$ cat config.mk
export PLATFORM = sky130hd
export DESIGN_NAME = spi_regfile_peripheral
export DESIGN_NICKNAME = d
export VERILOG_FILES = /design/src/rtl/spi_regfile_peripheral.sv
export SDC_FILE = /design/constraint.sdc
export NUM_CORES = 1
export LEC_CHECK = 0
export CAP_MARGIN = 5
export CORE_UTILIZATION = 25
export CTS_CLUSTER_SIZE = 14
export DETAILED_ROUTE_END_ITERATION = 8
export HOLD_SLACK_MARGIN = 0.02
export MAX_ROUTING_LAYER = met4
export PLACE_DENSITY = 0.44
export SKIP_CTS_REPAIR_TIMING = 1
export SLEW_MARGIN = 20
export SYNTH_ARGS = -nofsm -noshare
export SYNTH_HDL_FRONTEND = slang
export SYNTH_SLANG_ARGS = --single-unit
export TNS_END_PERCENT = 50
$ cat constraint.sdc
create_clock -name clk -period 3.9 [get_ports clk]
set_input_delay 0.78 -clock clk [delete_from_list [all_inputs] [get_ports clk]]
set_output_delay 0.78 -clock clk [all_outputs]
set_load 0.05 [all_outputs]
$ cat src/rtl/spi_regfile_peripheral.sv
`timescale 1ns/1ps
`default_nettype none
// ============================================================================
// Module      : spi_regfile_peripheral
// Description : SPI target giving read/write access to a register file of
//               NUM_REGS x DATA_W bits. Writes commit atomically when nCS
//               rises. Bad frames are rejected with a frame_err pulse.
//               The SPI mode is set by CPOL/CPHA.
// Revision    : 1.0 - initial release
// ============================================================================
module spi_regfile_peripheral #(
    parameter int NUM_REGS    = 5,
    parameter int DATA_W      = 8,
    parameter int ADDR_W      = 7,
    parameter int CPOL        = 0,
    parameter int CPHA        = 0,
    parameter int SYNC_STAGES = 2
) (
    input  logic                         clk,
    input  logic                         rst_n,
    input  logic                         sclk,
    input  logic                         copi,
    input  logic                         ncs,
    output logic                         cipo,
    output logic                         cipo_oe,
    output logic [NUM_REGS*DATA_W-1:0]   regs_flat,
    output logic                         wr_strobe,
    output logic [ADDR_W-1:0]            wr_addr,
    output logic                         frame_err
);

    localparam int FRAME_W = 1 + ADDR_W + DATA_W;
    localparam int CMD_W   = 1 + ADDR_W;
    localparam int CNT_W   = $clog2(FRAME_W + 1);

    // Data is sampled on the rising SCLK edge in modes 0 and 3.
    localparam bit SAMPLE_ON_RISE = (((CPOL + CPHA) % 2) == 0);
    localparam logic SCLK_IDLE    = (CPOL != 0);

    localparam logic [ADDR_W:0] NUM_REGS_EXT = (ADDR_W + 1)'(NUM_REGS);

    localparam logic [1:0] ST_IDLE = 2'd0;
    localparam logic [1:0] ST_CMD  = 2'd1;
    localparam logic [1:0] ST_DATA = 2'd2;
    localparam logic [1:0] ST_FULL = 2'd3;

    // ------------------------------------------------------------------------
    // Input synchronisers and edge detection
    // ------------------------------------------------------------------------
    logic [SYNC_STAGES-1:0] sclk_sync_q;
    logic [SYNC_STAGES-1:0] ncs_sync_q;
    logic [SYNC_STAGES-1:0] copi_sync_q;
    logic                   sclk_prev_q;
    logic                   ncs_prev_q;
    logic [SYNC_STAGES:0]   flush_q;
    logic                   armed_q;

    // Shift the asynchronous pins through the synchroniser chains; one
    // extra flop behind the last stage provides the edge reference.
    always_ff @(posedge clk or negedge rst_n) begin
        if (!rst_n) begin
            sclk_sync_q <= {SYNC_STAGES{SCLK_IDLE}};
            ncs_sync_q  <= '1;
            copi_sync_q <= '0;
            sclk_prev_q <= SCLK_IDLE;
            ncs_prev_q  <= 1'b1;
        end else begin
            sclk_sync_q <= {sclk_sync_q[SYNC_STAGES-2:0], sclk};
            ncs_sync_q  <= {ncs_sync_q[SYNC_STAGES-2:0], ncs};
            copi_sync_q <= {copi_sync_q[SYNC_STAGES-2:0], copi};
            sclk_prev_q <= sclk_sync_q[SYNC_STAGES-1];
            ncs_prev_q  <= ncs_sync_q[SYNC_STAGES-1];
        end
    end

    logic sclk_s;
    logic ncs_s;
    logic copi_s;
    logic flushed;
    assign sclk_s  = sclk_sync_q[SYNC_STAGES-1];
    assign ncs_s   = ncs_sync_q[SYNC_STAGES-1];
    assign copi_s  = copi_sync_q[SYNC_STAGES-1];
    assign flushed = flush_q[SYNC_STAGES];

    // The reset values in the chains are not real pin levels. A new frame is
    // accepted only after a genuine high level on nCS has been seen. So a
    // frame in progress while reset is released is ignored until its end.
    always_ff @(posedge clk or negedge rst_n) begin
        if (!rst_n) begin
            flush_q <= '0;
            armed_q <= 1'b0;
        end else begin
            flush_q <= {flush_q[SYNC_STAGES-1:0], 1'b1};
            if (flushed && ncs_s) begin
                armed_q <= 1'b1;
            end
        end
    end

    logic sclk_rise;
    logic sclk_fall;
    logic sample_edge;
    logic shift_edge;
    logic ncs_fall;
    logic ncs_rise;
    assign sclk_rise   = sclk_s & ~sclk_prev_q;
    assign sclk_fall   = ~sclk_s & sclk_prev_q;
    assign sample_edge = (SAMPLE_ON_RISE ? sclk_rise : sclk_fall) & ~ncs_s;
    assign shift_edge  = (SAMPLE_ON_RISE ? sclk_fall : sclk_rise) & ~ncs_s;
    assign ncs_fall    = armed_q & ncs_prev_q & ~ncs_s;
    assign ncs_rise    = ncs_s & ~ncs_prev_q;

    // ------------------------------------------------------------------------
    // Frame receiver FSM
    // ------------------------------------------------------------------------
    logic [1:0]         state_q, state_d;
    logic [CNT_W-1:0]   cnt_q, cnt_d;
    logic [FRAME_W-1:0] shift_q, shift_d;
    logic               rw_q, rw_d;
    logic [ADDR_W-1:0]  addr_q, addr_d;
    logic               ovr_q, ovr_d;
    logic               load_tx;
    logic               commit;
    logic               err;
    logic               frame_ok;

    assign frame_ok = (cnt_q == CNT_W'(FRAME_W)) && !ovr_q
                      && ({1'b0, addr_q} < NUM_REGS_EXT);

    // Next-state logic: collect bits, latch the command, and judge the frame
    // when nCS rises.
    always_comb begin
        state_d = state_q;
        cnt_d   = cnt_q;
        shift_d = shift_q;
        rw_d    = rw_q;
        addr_d  = addr_q;
        ovr_d   = ovr_q;
        load_tx = 1'b0;
        commit  = 1'b0;
        err     = 1'b0;
        case (state_q)
            ST_IDLE: begin
                if (ncs_fall) begin
                    state_d = ST_CMD;
                    cnt_d   = '0;
                    shift_d = '0;
                    ovr_d   = 1'b0;
                end
            end
            default: begin
                if (ncs_rise) begin
                    state_d = ST_IDLE;
                    if (frame_ok) begin
                        commit = rw_q;
                    end else begin
                        err = 1'b1;
                    end
                end else if (sample_edge) begin
                    case (state_q)
                        ST_CMD: begin
                            shift_d = {shift_q[FRAME_W-2:0], copi_s};
                            cnt_d   = cnt_q + CNT_W'(1);
                            if (cnt_d == CNT_W'(CMD_W)) begin
                                rw_d    = shift_d[ADDR_W];
                                addr_d  = shift_d[ADDR_W-1:0];
                                state_d = ST_DATA;
                                load_tx = ~shift_d[ADDR_W];
                            end
                        end
                        ST_DATA: begin
                            shift_d = {shift_q[FRAME_W-2:0], copi_s};
                            cnt_d   = cnt_q + CNT_W'(1);
                            if (cnt_d == CNT_W'(FRAME_W)) begin
                                state_d = ST_FULL;
                            end
                        end
                        default: begin
                            ovr_d = 1'b1;
                        end
                    endcase
                end
            end
        endcase
    end

    // FSM and receive-path state registers.
    always_ff @(posedge clk or negedge rst_n) begin
        if (!rst_n) begin
            state_q <= ST_IDLE;
            cnt_q   <= '0;
            shift_q <= '0;
            rw_q    <= 1'b0;
            addr_q  <= '0;
            ovr_q   <= 1'b0;
        end else begin
            state_q <= state_d;
            cnt_q   <= cnt_d;
            shift_q <= shift_d;
            rw_q    <= rw_d;
            addr_q  <= addr_d;
            ovr_q   <= ovr_d;
        end
    end

    // ------------------------------------------------------------------------
    // Register file and commit reporting
    // ------------------------------------------------------------------------
    logic [DATA_W-1:0] regs_q [NUM_REGS];
    logic              wr_strobe_q;
    logic [ADDR_W-1:0] wr_addr_q;
    logic              frame_err_q;

    // Registers change only in the cycle after an accepted write frame ends.
    always_ff @(posedge clk or negedge rst_n) begin
        if (!rst_n) begin
            for (int i = 0; i < NUM_REGS; i++) begin
                regs_q[i] <= '0;
            end
            wr_strobe_q <= 1'b0;
            wr_addr_q   <= '0;
            frame_err_q <= 1'b0;
        end else begin
            wr_strobe_q <= commit;
            frame_err_q <= err;
            if (commit) begin
                wr_addr_q <= addr_q;
                for (int i = 0; i < NUM_REGS; i++) begin
                    if (addr_q == ADDR_W'(i)) begin
                        regs_q[i] <= shift_q[DATA_W-1:0];
                    end
                end
            end
        end
    end

    for (genvar gi = 0; gi < NUM_REGS; gi++) begin : g_regs_flat
        assign regs_flat[gi*DATA_W +: DATA_W] = regs_q[gi];
    end

    assign wr_strobe = wr_strobe_q;
    assign wr_addr   = wr_addr_q;
    assign frame_err = frame_err_q;

    // ------------------------------------------------------------------------
    // Read-back transmit path
    // ------------------------------------------------------------------------
    logic [DATA_W-1:0] rd_val;

    // An out-of-range address matches no entry and reads back as zero.
    always_comb begin
        rd_val = '0;
        for (int i = 0; i < NUM_REGS; i++) begin
            if (addr_d == ADDR_W'(i)) begin
                rd_val = regs_q[i];
            end
        end
    end

    logic [DATA_W-1:0] tx_q;
    logic              cipo_q;
    logic              cipo_oe_q;

    // Take a snapshot at the end of the command field, then shift it out MSB
    // first. Zeros fill in behind the data, so cipo stays low after the last bit.
    always_ff @(posedge clk or negedge rst_n) begin
        if (!rst_n) begin
            tx_q      <= '0;
            cipo_q    <= 1'b0;
            cipo_oe_q <= 1'b0;
        end else if (ncs_rise && (state_q != ST_IDLE)) begin
            tx_q      <= '0;
            cipo_q    <= 1'b0;
            cipo_oe_q <= 1'b0;
        end else if (load_tx) begin
            tx_q      <= rd_val;
            cipo_q    <= 1'b0;
            cipo_oe_q <= 1'b1;
        end else if (cipo_oe_q && shift_edge) begin
            cipo_q    <= tx_q[DATA_W-1];
            tx_q      <= {tx_q[DATA_W-2:0], 1'b0};
        end
    end

    assign cipo    = cipo_q;
    assign cipo_oe = cipo_oe_q;

endmodule
`default_nettype wire

==> impl_metrics.toml, run 1 <==
[yosys]
synth_seq_cells = 95
seq_area_frac_synth_pct = 53.0
synth_flop_cell = "dfrtp_1"
synth_async_sr_flop_share_pct = 100
synth_warnings = 0
syn_inst = 400
syn_nets = 413
synth_edf_count = 0
syn_area_per_cell_um2 = 11.2
syn-cell-area_mm2 = 0.00449
synthDistinctLibCells = 54

[worst_setup_path]
end_kind = "flip-flop"
rr_endpoint = "tx_q[1]"
reg2reg_depth = 9
worstPathArrival_ns = 3.26
regToRegSetupSlack_ns = 0.88
r2r-start = "state_q[0]"
cp.required_ns = 4.14
worstPathCellList = "inv_1 -> ha_1 -> nor2b_1 -> mux2i_1 -> nor3_4 -> nor3_1 -> a21oi_1 -> o22ai_1 -> o31a_1"
critPathBufInv = 1
crit_path_top_delay_cell = "nor3_4"
critPathLaunch = "state_q[0]"
start_kind = "flip-flop"
crit_family = "compound AO/OA/AOI/OAI gates"
crit_fanout = 16
critPathMaxStageDelay_ns = 0.64
path_class = "flip-flop to flip-flop"

[route]
drtIter0Drc = 123
wl_per_cell_um = 17.0
drt-pass1-iter-count = 4
avgViaCountPerCell = 4.64
drc_errors = 0
vias = 3165
ant_nets = 0
wirelength_um = 11600

[clocking]
clock_sinks = 95
root_buffer = "clkbuf_16"
htreeDepth = 3
clk_pin_slew_worst_paths_ns = 0.06
cts_buffers = 9
clockBufferDepth = 2
cts_tree = "yes"
insertion_delay_ns = 0.35

[place]
io_buffers = 55
place_area_mm2 = 0.00529
hpwl_um = 8170
gp_congestion = 0.772
dp_cells = 667

[power]
p_total_mw = 2.38
ir_worst_vdd_uv = 275
swShare_pct = 30.6
p_int_mw = 1.65
p_comb_share_pct = 17.1
power.density_mw_per_mm2 = 428
seqPwrFrac_pct = 48.1
p_leak_nw = 2.49
switching_power_uw = 728
pwr-share-clk_pct = 34.8

[sta]
setup_tns_ns = 0
worst_pin_slew_ns = 0.811
slew_headroom_pct = 46.0
maxClockFrequency_mhz = 331
drv_slew = 0
setup-violations-final = 0
rsz0062_at_grt = "false"
fin_crit_sh_pct = 77.5
skew_ns = 0.00558
layout_min_cycle_time_ns = 3.02
hold_violations = 0

[finish]
fin_nets = 466
drive_gt1_share_pct = 19.0
synthToLayoutAreaGrowth_pct = 23.9
instances_no_fill = 682
diodes = 0
final_area_mm2 = 0.00557
utilization_pct = 32.0

[global_route]
grt_pass1_wl_um = 18900
antenna_found_initial = 0
grt_max_degree = 63
track_usage_pct = 14.2
grt_overflow = 0
grt_pass1_vias = 3259

[hold_path]
hold_start = "copi_sync_q[0]"
hold_end = "copi_sync_q[1]"
min_path_type = "flip-flop to flip-flop"
hold_depth = 0

[die]
core_mm2 = 0.0174
initial_utilization_pct = 25.8
die_w_um = 136
die_area_mm2 = 0.0185
row_count = 48
ios = 56
fp.dieH_um = 136

[run_status]
status = "complete, no violations"

[flow_run]
cap_violations = 0
[metal layers]
metal  wire, um  track usage (%)
met3        384             3.73
met4        125             3.64
met1       5570             18.5
met5          0                -
met2       5550             21.6
[power groups by stage]
stage / clock, mW / sequential, mW / combinational, mW
4_1_cts: 0.862 / 1.15 / 0.411
5_1_grt: 0.898 / 1.16 / 0.471
6_report: 0.829 / 1.14 / 0.408
2_1_floorplan: 0 / 1.10 / 0.323
3_3_place_gp: 0 / 1.16 / 0.407
3_5_place_dp: 0 / 1.16 / 0.408
[flip-flops by register name, indices dropped and copies added, names as in the netlist, 2 cells and up]
| name | count |
|---|---|
| wr_addr | 7 |
| tx_q | 8 |
| shift_q | 8 |
| copi_sync_q | 2 |
| sclk_sync_q | 2 |
| regs_flat | 40 |
| cnt_q | 5 |
| ncs_sync_q | 2 |
| addr_q | 7 |
| flush_q | 3 |
| state_q | 2 |
[worst reg2reg max path, cell delays in order (launching register included)]
cell	delay [ns]
dfrtp_1	0.42
inv_1	0.11
ha_1	0.25
nor2b_1	0.13
mux2i_1	0.18
nor3_4	0.64
nor3_1	0.14
a21oi_1	0.59
o22ai_1	0.20
o31a_1	0.26
[worst max path at each step]
| stage | cells past startpoint | endpoint |
|---|---|---|
| after floorplan | 7 | tx_q[4] |
| after global placement | 7 | tx_q[1] |
| after detailed placement | 9 | tx_q[1] |
| after CTS | 9 | tx_q[1] |
| after global routing | 9 | tx_q[4] |
| final | 9 | tx_q[1] |
[through the flow]
step	hold slack, ns	worst slack [ns]
global placement	0.339	0.939
finish	0.355	0.876
detailed placement	0.346	0.890
CTS	0.362	0.877
floorplan	0.331	1.41
global route	0.370	0.599
[final cells by class]
| class | count | area [um^2] |
|---|---|---|
| multi-input combinational | 277 | 1990 |
| sequential | 95 | 2380 |
| inverter | 7 | 26.3 |
| clock buffer | 12 | 256 |
| tap | 225 | 282 |
| timing repair buffer | 63 | 608 |
| fill | 1766 | 11900 |
| clock inverter | 3 | 18.8 |
[synth_stat cells, types with 2 or more instances]
library cell  count  share of area, %
a211oi_1          3              0.50
a21oi_1          12               1.3
a22oi_1           8               1.3
a31oi_1           3              0.42
and2_1            6              0.84
and3_1            2              0.28
buf_2             2              0.22
clkbuf_1         16               1.3
dfrtp_1          92                51
dfstp_2           3               1.8
ha_1              8               2.2
inv_1             7              0.59
mux2_2           50                13
mux2i_1          19               4.2
nand2_1          36               3.0
nand2b_1         11               1.5
nand3_1          10               1.1
nand3b_1          2              0.33
nand4_1           2              0.28
nor2_1           28               2.3
nor2b_1           9               1.3
nor3_1            9               1.0
nor3_4            2              0.72
o21a_1            2              0.33
o21ai_0          21               2.3
o22ai_1           4              0.56
o31a_1            2              0.39
or2_2             3              0.42
or3_1             3              0.42
[cell families (layout without fill, tap and decap cells)]
family	after synthesis	count (layout)	share of synthesized area [%]
flops	95	95	53.0
compound gates	64	64	9.03
mux	71	71	17.6
fa+ha+maj	8	8	2.23
other cells	1	1	0.0835
simple gates	131	131	15.0
buf+inv	28	85	2.59
xor+xnor	2	2	0.390
[placed cells by master (no fill, tap or decap), types with 7 or more instances in the layout]
master and instances:
a21oi_1 12, nand3_1 10, nand2_1 36, clkbuf_16 9, dfrtp_1 92, inv_1 7
nor2b_1 9, o21ai_0 21, a22oi_1 8, nor2_1 28, ha_1 8, clkdlybuf4s50_1 54
nor3_1 9, mux2i_1 19, buf_4 9, mux2_2 50, nand2b_1 11
Power figures use the tool's default switching activity.
==> inputs of run 2 (changes only) <==
PLACE_DENSITY = 0.46   (was 0.44)
clock period = 2.75 ns   (was 3.9 ns; I/O delays follow)
==> run 2 against run 1 <==
- final area grew 4.0%
- clock power grew 69%
- critical path depth grew 2
- flip-flop and latch count is the same
- final cell count grew 2.3%
- total power grew 53%
- sequential power grew 42%
- highest routed layer unchanged
==> impl_metrics.toml, run 2 (same netlist as run 1, synthesis figures left out) <==
[run_status]
status = "complete, no violations"

[route]
drt-pass1-iter-count = 4
ant_nets = 0
wirelength_um = 11900
avgViaCountPerCell = 4.69
vias = 3273
drtIter0Drc = 189
wl_per_cell_um = 17.1
drc_errors = 0

[clocking]
clk_pin_slew_worst_paths_ns = 0.07
cts_buffers = 9
htreeDepth = 3
clockBufferDepth = 2
insertion_delay_ns = 0.35
cts_tree = "yes"
clock_sinks = 95
root_buffer = "clkbuf_16"

[sta]
hold_violations = 0
setup-violations-final = 0
layout_min_cycle_time_ns = 2.57
worst_pin_slew_ns = 0.798
hold_slack_ns = 0.182
setup_tns_ns = 0
maxClockFrequency_mhz = 390
drv_slew = 0
fin_crit_sh_pct = 93.4
skew_ns = 0.00941
slew_headroom_pct = 46.7
rsz0062_at_grt = "false"

[worst_setup_path]
path_class = "flip-flop to flip-flop"
start_kind = "flip-flop"
cp.required_ns = 2.99
crit_fanout = 9
worstPathArrival_ns = 2.80
end_kind = "flip-flop"

[global_route]
antenna_found_initial = 0
grt_pass1_vias = 3347
grt_pass1_wl_um = 19000
grt_overflow = 0
track_usage_pct = 14.3
grt_max_degree = 57

[place]
gp_congestion = 0.796
io_buffers = 55
hpwl_um = 8490

[finish]
drive_gt1_share_pct = 22.0
diodes = 0
fin_nets = 482
final_common_cell = "dfrtp_1"
multi_input_area_mm2 = 0.00200
final_cell_mix = "92 x dfrtp_1, 54 x clkdlybuf4s50_1, 50 x mux2_2"
seq_area_mm2 = 0.00238
largest_reg_flops = 40
utilization_pct = 33.2
fillerInstances = 1768
synthToLayoutAreaGrowth_pct = 28.9

[power]
p_comb_share_pct = 16.8
seqPwrFrac_pct = 44.5
p_leak_nw = 2.60
switching_power_mw = 1.03
ir_worst_vdd_uv = 324
p_int_mw = 2.60
pwr-share-clk_pct = 38.6
power.density_mw_per_mm2 = 628
swShare_pct = 28.4

[die]
core_mm2 = 0.0174
die_area_mm2 = 0.0185
row_count = 48
fp.dieH_um = 136
initial_utilization_pct = 25.8
die_w_um = 136
ios = 56

[hold_path]
min_path_type = "primary input to asynchronous set/reset pin"

[flow_run]
cap_violations = 0
run 2: changes by cell type in the layout (fill, tap and decap cells not counted), sizes merged:
| cell | delta |
|---|---|
| buf | +16 |
| bufinv | +3 |
| clkinv | -2 |
| clkbuf | -1 |
run 2: worst max-delay path: stages (launching register included):
cell     delay (ns)
dfrtp_1        0.43
inv_1          0.11
ha_1           0.25
nor2b_1        0.12
mux2i_1        0.07
buf_4          0.16
nor3_4         0.26
mux2i_4        0.27
buf_6          0.19
mux2i_1        0.24
o22ai_1        0.11
o31a_1         0.24
run 2: cell type report:
| class | instances | area share (%) |
|---|---|---|
| repair buffers | 79 | 13.3 |
| clock buffers | 11 | 4.02 |
| multi-input cells | 277 | 34.6 |
| inverters | 7 | 0.454 |
| flip-flops and latches | 95 | 41.1 |
| well taps | 225 | 4.86 |
| clock inverters | 4 | 1.64 |
run 2: power by group through the flow:
stage / Clock, mW / Sequential, mW / Combinational, mW
after CTS: 1.45 / 1.62 / 0.617
after global routing: 1.50 / 1.64 / 0.693
after detailed placement: 0 / 1.65 / 0.612
final: 1.40 / 1.62 / 0.612
after global placement: 0 / 1.65 / 0.605
after floorplan: 0 / 1.55 / 0.458
run 2: stage by stage:
step	setup slack [ns]	cell area, um^2	power, mW	std cells
finish	0.183	5790	3.63	698
global route	0.0255	5790	3.84	698
CTS	0.0302	5760	3.69	697
detailed placement	0.0781	5430	2.26	682
global placement	0.105	5430	2.25	682
floorplan	0.263	4490	2.01	400
run 2: path summary, 6_finish.rpt:
check | start | to | slack, ns | cells after the start
setup / recovery | state_q[0] | tx_q[1] | 0.18 | 11
hold / removal | rst_n | copi_sync_q[0] | 0.18 | 1
setup reg to reg | state_q[0] | tx_q[1] | 0.18 | 11
hold reg to reg | flush_q[1] | flush_q[2] | 0.35 | 0
max in group asynchronous | rst_n | wr_addr[6] | 1.85 | 2
min in group clk | flush_q[1] | flush_q[2] | 0.35 | 0
run 2: layer usage:
metal  global-route usage, %  wire [um]  vias up  share of wire (%)
li1                        -          -     1538                  -
met3                    2.98        350       10                2.9
met1                    18.5       5670     1672                 48
met2                    21.8       5720       53                 48
met4                    5.19        170        0                1.4
met5                       -          0        -                  0
==> inputs of run 3 (changes only) <==
PLACE_DENSITY = 0.44   (was 0.46)
clock period = 3.3 ns   (was 2.75 ns; I/O delays follow)
==> run 3 against run 2 <==
- die area unchanged
- total power decreased by 20%
- final area decreased by 2.8%
- register-to-register slack improved by 0.18 ns
- combinational power decreased by 21%
- via count decreased by 2.7%
- flip-flop and latch count unchanged
- final cell count decreased by 1.9%
- critical path type unchanged
- highest routed layer unchanged
==> impl_metrics.toml, run 3 (same netlist as run 1, synthesis figures left out) <==
[route]
vias = 3184
drc_errors = 0
avgViaCountPerCell = 4.65
drt-pass1-iter-count = 4
wl_per_cell_um = 16.9
wirelength_um = 11600
ant_nets = 0
drtIter0Drc = 171

[sta]
setup-violations-final = 0
rsz0062_at_grt = "false"
layout_min_cycle_time_ns = 2.94
setup_tns_ns = 0
fin_crit_sh_pct = 89.1
hold_violations = 0
maxClockFrequency_mhz = 340
skew_ns = 0.00537
drv_slew = 0
slew_headroom_pct = 51.5
worst_pin_slew_ns = 0.727
fin_ws_ns = 0.360

[power]
ir_worst_vdd_uv = 253
p_total_mw = 2.91
power.density_mw_per_mm2 = 517
p_leak_nw = 2.51

[die]
die_w_um = 136
fp.dieH_um = 136
die_area_mm2 = 0.0185
core_mm2 = 0.0174
initial_utilization_pct = 25.8
ios = 56
row_count = 48

[finish]
drive_gt1_share_pct = 19.8
largest_reg_flops = 40
diodes = 0
synthToLayoutAreaGrowth_pct = 25.3
final_common_cell = "dfrtp_1"
fin_nets = 468
final_cell_mix = "92 x dfrtp_1, 54 x clkdlybuf4s50_1, 50 x mux2_2"
fillerInstances = 1761

[global_route]
antenna_found_initial = 0
grt_max_degree = 54
grt_overflow = 0
grt_pass1_wl_um = 18800
grt_pass1_vias = 3285
track_usage_pct = 14.0

[place]
gp_congestion = 0.840
dp_slack_ns = 0.316
hpwl_um = 8240
io_buffers = 55

[worst_setup_path]
end_kind = "flip-flop"
start_kind = "flip-flop"
crit_fanout = 11
path_class = "flip-flop to flip-flop"
cp.required_ns = 3.53
worstPathArrival_ns = 3.18

[clocking]
htreeDepth = 3
cts_tree = "yes"
insertion_delay_ns = 0.35
clk_pin_slew_worst_paths_ns = 0.07
cts_buffers = 9
clock_sinks = 95
clockBufferDepth = 2
root_buffer = "clkbuf_16"

[run_status]
status = "complete, no violations"

[hold_path]
min_path_type = "primary input to asynchronous set/reset pin"

[flow_run]
cap_violations = 0
## run 3: cell count changes in the layout (fill, tap and decap cells not counted), sizes merged
cell      change
buf          -14
bufinv        -2
clkinv        +2
clkbuf        -1
clkinvlp      +1
inv           +1
## run 3: worst paths after layout
check | start | end | slack (ns) | cells past startpoint
worst max-delay path | state_q[0] | tx_q[1] | 0.36 | 9
worst min-delay path | rst_n | sclk_sync_q[1] | 0.34 | 1
worst max register to register | state_q[0] | tx_q[1] | 0.36 | 9
worst min register to register | copi_sync_q[0] | copi_sync_q[1] | 0.35 | 0
max in group asynchronous | rst_n | regs_flat[9] | 2.27 | 2
min in group clk | copi_sync_q[0] | copi_sync_q[1] | 0.35 | 0
## run 3: metrics by stage
step / area [um^2] / cells / utilization [%] / hold slack, ns
6_report: 5630 / 685 / 32.3 / 0.344
5_1_grt: 5630 / 685 / 32.3 / 0.360
4_1_cts: 5630 / 685 / 32.3 / 0.352
3_5_place_dp: 5320 / 669 / 30.5 / 0.337
3_3_place_gp: 5320 / 669 / 30.5 / 0.337
2_1_floorplan: 4490 / 400 / - / 0.331
## run 3: area by class of cell
class | count | area [um^2] | share of cell area, %
Timing Repair Buffer | 65 | 636 | 11.3
Clock buffer | 10 | 239 | 4.25
Sequential cell | 95 | 2380 | 42.3
Tap cell | 225 | 282 | 5.00
Clock inverter | 6 | 68.8 | 1.22
Multi-Input combinational cell | 277 | 1990 | 35.4
Inverter | 7 | 26.3 | 0.467
## run 3: metal layers
layer  wire length (um)  up-vias  global-route usage [%]
li1                   -     1513                       -
met1               5570     1592                    18.5
met2               5350       66                    21.2
met3                461       13                    2.95
met4                178        0                    4.38
met5                  0        -                       -
## run 3: power breakdown
group          internal [mW]  switching [mW]  total [mW]
Clock                  0.612           0.462        1.07
Combinational          0.183           0.303       0.486
Sequential              1.23           0.123        1.35
Total                   2.02           0.889        2.91
## run 3: worst max-delay path, cell delays in order (launching register included)
cell,delay (ns)
dfrtp_1,0.42
inv_1,0.11
ha_1,0.33
nor2b_1,0.15
mux2i_1,0.18
nor3_4,0.43
mux2i_4,0.60
mux2i_1,0.27
o22ai_1,0.09
o31a_1,0.25
